<file path="src/rtl/run_ctrl_pkg.sv">
// Shared types and default widths for the run sequencer.
// Latency: n/a (declarations only).
// Backpressure: n/a.
package run_ctrl_pkg;

  localparam int DEF_AW = 8;
  localparam int DEF_DW = 8;
  localparam int DEF_CW = 16;

  // Start-pulse counter width; holds START_CYC values 1..7.
  localparam int SCW = 3;

  typedef enum logic [1:0] {
    IDLE  = 2'd0,
    START = 2'd1,
    RUN   = 2'd2,
    DONE  = 2'd3
  } state_t;

endpackage

</file>
<file path="src/rtl/run_timer.sv">
// Saturating run-cycle counter with clear/enable and a next-count limit compare.
// Latency: count updates on the edge after en; hit is combinational from cnt and lim.
// Backpressure: none; en simply freezes the count.
module run_timer
  import run_ctrl_pkg::*;
#(
  parameter int CW = DEF_CW
) (
  input  logic          clk,
  input  logic          rst_n,
  input  logic          clr,
  input  logic          en,
  input  logic [CW-1:0] lim,
  output logic [CW-1:0] cnt,
  output logic          hit
);

  // One extra bit so the saturated value never aliases onto a small limit.
  logic [CW:0] cnt_inc;
  logic        sat;

  assign cnt_inc = {1'b0, cnt} + {{CW{1'b0}}, 1'b1};
  assign sat     = &cnt;
  // A zero limit disables the compare.
  assign hit     = (lim != '0) && (cnt_inc == {1'b0, lim});

  // Count register: clear wins, then saturating increment.
  always_ff @(posedge clk or negedge rst_n) begin
    if (!rst_n) begin
      cnt <= '0;
    end else if (clr) begin
      cnt <= '0;
    end else if (en && !sat) begin
      cnt <= cnt_inc[CW-1:0];
    end
  end

endmodule

</file>
<file path="src/rtl/run_ctrl.sv">
// Run sequencer: host preload/readback of dat_mem, CPU start pulse, cycle/timeout tracking.
// Latency: memory mux is combinational; host read data returns one cycle after grant.
// Backpressure: host requests are refused (host_gnt=0) while the CPU owns the memory port.
module run_ctrl
  import run_ctrl_pkg::*;
#(
  parameter int AW        = DEF_AW,
  parameter int DW        = DEF_DW,
  parameter int CW        = DEF_CW,
  parameter int START_CYC = 2
) (
  input  logic          clk,
  input  logic          rst_n,
  input  logic          host_go,
  input  logic          host_wr_req,
  input  logic          host_rd_req,
  input  logic [AW-1:0] host_addr,
  input  logic [DW-1:0] host_wdata,
  output logic          host_gnt,
  output logic [DW-1:0] host_rdata,
  output logic          host_rvalid,
  output logic          cpu_start,
  input  logic          cpu_done,
  input  logic          cpu_mem_wr,
  input  logic [AW-1:0] cpu_addr,
  input  logic [DW-1:0] cpu_wdata,
  output logic          mem_wr_en,
  output logic [AW-1:0] mem_addr,
  output logic [DW-1:0] mem_wdata,
  input  logic [DW-1:0] mem_rdata,
  input  logic [CW-1:0] timeout_lim,
  output logic [CW-1:0] cycle_cnt,
  output logic          busy,
  output logic          finished,
  output logic          timeout
);

  localparam logic [SCW-1:0] START_LD = SCW'(START_CYC);

  state_t         state, state_nxt;
  logic [SCW-1:0] start_cnt;
  logic           go_acc;
  logic           tmr_en;
  logic           tmr_hit;
  logic           timeout_set;
  logic           host_own;
  logic           rd_acc;

  // State register.
  always_ff @(posedge clk or negedge rst_n) begin
    if (!rst_n) begin
      state <= IDLE;
    end else begin
      state <= state_nxt;
    end
  end

  // Next-state and status decode; cpu_done beats the timeout hit.
  always_comb begin
    state_nxt   = state;
    go_acc      = 1'b0;
    tmr_en      = 1'b0;
    timeout_set = 1'b0;
    cpu_start   = 1'b0;
    busy        = 1'b0;
    finished    = 1'b0;
    case (state)
      IDLE: begin
        if (host_go) begin
          state_nxt = START;
          go_acc    = 1'b1;
        end
      end
      START: begin
        cpu_start = 1'b1;
        busy      = 1'b1;
        if (start_cnt <= SCW'(1)) state_nxt = RUN;
      end
      RUN: begin
        busy = 1'b1;
        if (cpu_done) begin
          state_nxt = DONE;
        end else begin
          tmr_en = 1'b1;
          if (tmr_hit) begin
            state_nxt   = DONE;
            timeout_set = 1'b1;
          end
        end
      end
      DONE: begin
        finished = 1'b1;
        if (host_go) begin
          state_nxt = START;
          go_acc    = 1'b1;
        end
      end
      default: state_nxt = IDLE;
    endcase
  end

  // Start-pulse length counter, loaded when a run is accepted.
  always_ff @(posedge clk or negedge rst_n) begin
    if (!rst_n) begin
      start_cnt <= '0;
    end else if (go_acc) begin
      start_cnt <= START_LD;
    end else if (state == START && start_cnt != '0) begin
      start_cnt <= start_cnt - SCW'(1);
    end
  end

  // Timeout flag: cleared at run accept, set when the limit ends the run.
  always_ff @(posedge clk or negedge rst_n) begin
    if (!rst_n) begin
      timeout <= 1'b0;
    end else if (go_acc) begin
      timeout <= 1'b0;
    end else if (timeout_set) begin
      timeout <= 1'b1;
    end
  end

  run_timer #(.CW(CW)) u_timer (
    .clk   (clk),
    .rst_n (rst_n),
    .clr   (go_acc),
    .en    (tmr_en),
    .lim   (timeout_lim),
    .cnt   (cycle_cnt),
    .hit   (tmr_hit)
  );

  // Memory port mux; CPU stores outside START/RUN are discarded.
  always_comb begin
    host_own  = (state == IDLE) || (state == DONE);
    host_gnt  = 1'b0;
    rd_acc    = 1'b0;
    mem_addr  = cpu_addr;
    mem_wdata = cpu_wdata;
    mem_wr_en = cpu_mem_wr;
    if (host_own) begin
      host_gnt  = host_wr_req | host_rd_req;
      rd_acc    = host_rd_req & ~host_wr_req;
      mem_addr  = host_addr;
      mem_wdata = host_wdata;
      mem_wr_en = host_wr_req;
    end
  end

  // Host read capture and one-cycle valid pulse.
  always_ff @(posedge clk or negedge rst_n) begin
    if (!rst_n) begin
      host_rdata  <= '0;
      host_rvalid <= 1'b0;
    end else begin
      host_rvalid <= rd_acc;
      if (rd_acc) host_rdata <= mem_rdata;
    end
  end

endmodule

</file>
<file path="config.mk">
export PLATFORM = sky130hd
export DESIGN_NAME = run_ctrl
export DESIGN_NICKNAME = d
export VERILOG_FILES = /design/src/rtl/run_ctrl_pkg.sv /design/src/rtl/run_timer.sv /design/src/rtl/run_ctrl.sv
export SDC_FILE = /design/constraint.sdc
export NUM_CORES = 1
export LEC_CHECK = 0
export BUFFER_PORTS_ARGS = -buffer_cell sky130_fd_sc_hd__buf_2
export CORE_MARGIN = 2
export CORE_UTILIZATION = 44
export DETAILED_ROUTE_END_ITERATION = 12
export PLACE_DENSITY = 0.73
export SYNTH_ARGS = -nofsm -noshare
export SYNTH_HDL_FRONTEND = slang
export SYNTH_SLANG_ARGS = --single-unit
</file>
<file path="constraint.sdc">
create_clock -name clk -period 3.05 [get_ports clk]
set_clock_uncertainty 0.15 [all_clocks]
set_input_delay 0.1525 -clock clk [delete_from_list [all_inputs] [get_ports clk]]
set_output_delay 0.1525 -clock clk [all_outputs]
set_load 0.02 [all_outputs]
</file>
==> flow_metrics.py <==
metrics = {
    "critical_path": {
        "required_ps": 3110,
        "cp-end-kind": "register",
        "timing.rr.start": "u_timer.cnt[0]",
        "cp_cell_sequence": "ha_1 -> nand3_1 -> or4_4 -> o21ai_1 -> a21oi_2 -> nor3_4 -> a311oi_2 -> nor3_2",
        "reg2reg_depth": 8,
        "cpPeakStageDelay_ps": 480,
        "cp_data_arrival_time_ps": 2720,
        "crit_type": "reg2reg",
        "worst_setup_path_start_kind": "register",
        "critical_path_buf_inv_count": 0,
        "cp_top_family": "simple AND/OR/NAND/NOR gates",
        "crit_fanout": 10,
        "r2r-end": "state[0]",
        "rrSetupSlack_ps": 390,
        "crit_slowest_cell": "dfrtp_1",
    },
    "placement": {
        "gp_congestion": 0.906,
        "hpwl_mm": 5.08,
        "dpl_cell_area_um2": 2980,
        "portBuffers": 109,
    },
    "cells_and_area": {
        "num_antenna_cells": 0,
        "fill_cells": 465,
        "syn_to_final_growth_pct": 32.3,
        "final_util_pct": 61.2,
        "drive_gt1_share_pct": 37.5,
        "nNetsFinal": 467,
        "post-route-cell-area_um2": 3170,
    },
    "clock_network": {
        "clock_sinks": 31,
        "numCtsBuffers": 5,
        "clk_latency_ps": 290,
        "htreeDepth": 2,
        "cts_buffer_depth": 2,
        "cts_resized": 0,
        "cts_tree": "built",
        "root_buffer": "clkbuf_8",
        "path_clk_slew_ps": 80,
        "post_cts_buffers": 0,
    },
    "synthesis": {
        "syn_area_um2": 2390,
        "async_flop_share_pct": 100,
        "synth_top_area_share_pct": 32.4,
        "yosys-top-cells-area": "dfrtp_1 (32%), xnor2_1 (9.9%), mux2_2 (8.0%)",
        "syn_area_per_cell_um2": 8.52,
        "synth_seq_cells": 31,
        "yosys_warnings": 0,
        "synth_ff_type": "dfrtp_1",
        "synth_nets": 352,
        "seq_area_frac_synth_pct": 32.4,
        "synth_edf_count": 0,
        "synth_most_common_cell": "nor2_1",
        "ys_types": 53,
        "yosysTopAreaCell": "dfrtp_1",
        "syn_inst": 281,
        "synthTopCellsByCount": "nor2_1 (37), nand2_1 (33), dfrtp_1 (31)",
    },
    "global_routing": {
        "grt_max_degree": 32,
        "grt.overflow.total": 0,
        "grt_pass1_vias": 2309,
        "grt_pass1_wl_mm": 10.9,
        "antenna_found_initial": 0,
        "track_usage_pct": 22.8,
    },
    "min_path": {
        "hold_path_class": "in2reg",
        "min_to": "state[1]",
        "hold_start": "host_go",
        "worstHoldPathCells": 3,
    },
    "timing": {
        "worst_slew_pin_slew_ps": 701,
        "final.period_utilization_pct": 87.3,
        "slew_headroom_pct": 53.3,
        "whs_ps": 90.6,
        "hold_viol": 0,
        "fmax_mhz": 376,
        "rsz0062_at_grt": "no",
        "min_period_ps": 2660,
        "setup_viol": 0,
        "final.setup.tns_ps": 0,
        "drv_slew": 0,
    },
    "die": {
        "chipWidth_um": 77.8,
        "die-height_um": 77.8,
        "io_pins": 110,
        "initial_core_util_pct": 46.3,
        "die_area_um2": 6050,
        "core_area_um2": 5170,
        "row_count": 26,
    },
    "route": {
        "drc": 0,
        "vias": 2496,
        "via_per_inst": 5.34,
        "drt_iter0_markers": 137,
        "wire_per_inst_um": 14.5,
        "ant_nets": 0,
        "wirelength_mm": 6.76,
        "dr.pass1.iters": 4,
    },
    "run_status": {
        "status": "complete, no violations",
    },
    "run": {
        "maxCapViolations": 0,
    },
    "pwr": {
        "leakage_nw": 1.51,
        "p_per_area_nw_per_um2": 701,
        "p_total_mw": 2.22,
        "ir_drop_v": 0.000623,
    },
}
==> layout make-up <==
cell class                 instances  area [um2]  area share [%]
clock inverter                     3        23.8           0.751
clock buffer                       5        68.8            2.17
sequential                        31         776            24.5
timing repair buffer             124         681            21.5
tap                               70        87.6            2.77
multi-input combinational        223        1490            47.0
inverter                          11        41.3            1.30
==> state kept, by name (all words and copies together), names as in the netlist <==
signal       flops
host_rdata       8
u_timer.cnt     16
start_cnt        3
timeout          1
host_rvalid      1
state            2
==> per-stage QoR <==
| stage | instances | worst slack [ps] |
|---|---|---|
| 2_1_floorplan | 281 | 577 |
| 3_3_place_gp | 450 | 567 |
| 3_5_place_dp | 450 | 447 |
| 4_1_cts | 467 | 405 |
| 5_1_grt | 467 | 240 |
| 6_report | 467 | 388 |
==> how the worst max path moves through the flow <==
stage,from,to,depth (start not counted)
floorplan,u_timer.cnt[0],state[0],9
global placement,u_timer.cnt[3],state[0],7
detailed placement,u_timer.cnt[0],state[0],8
CTS,u_timer.cnt[0],state[0],8
global route,u_timer.cnt[0],state[0],8
finish,u_timer.cnt[0],state[0],8
==> where the power goes <==
part           internal, mW  total, mW  switching [mW]  leakage (nW)
sequential            0.505      0.583          0.0781         0.409
combinational         0.527       1.30           0.770          1.06
clock                 0.163      0.338           0.175        0.0408
==> layout by cell type, fill, tap and decap left out, types with 9 or more instances in the layout <==
| cell type | instances |
|---|---|
| dfrtp_1 | 31 |
| dlygate4sd3_1 | 9 |
| nand2_1 | 33 |
| nand3_1 | 11 |
| buf_2 | 109 |
| inv_1 | 10 |
| mux2_2 | 17 |
| nand4_1 | 10 |
| nor2_1 | 37 |
| xnor2_1 | 27 |
| nor3_1 | 12 |
==> worst reg2reg max path, delay by kind of cell, from the launching register on <==
kind                     cells  cell delay [ps]
adder cells (fa/ha/maj)      1              400
AO/OA/AOI/OAI                3              410
AND/OR/NAND/NOR              4             1150
flip-flops                   1              480
==> routing by layer <==
layer | vias up | wire length, um | GRT usage (%)
met4 | 0 | 68 | 5.89
met2 | 119 | 3260 | 39.4
met3 | 8 | 550 | 5.81
met1 | 1159 | 2890 | 28.1
met5 | - | 0 | 0
li1 | 1210 | - | -
==> timing repair <==
| item | CTS | global route |
|---|---|---|
| endpoints found under the hold margin | 39 | 0 |
| hold buffers | 9 | 0 |
| endpoints found under the setup margin | 0 | 0 |
==> logic make-up (layout without fill, tap and decap cells) <==
kind of cell	Yosys count	count (layout)	synth area share, %
simple gates	134	134	28.1
flops	31	31	32.4
compound gates	29	29	8.94
buf+inv	27	143	5.44
fa+ha+maj	8	8	4.18
xor+xnor	33	33	12.1
mux	19	19	8.83
(Power assumes the default switching activity.)
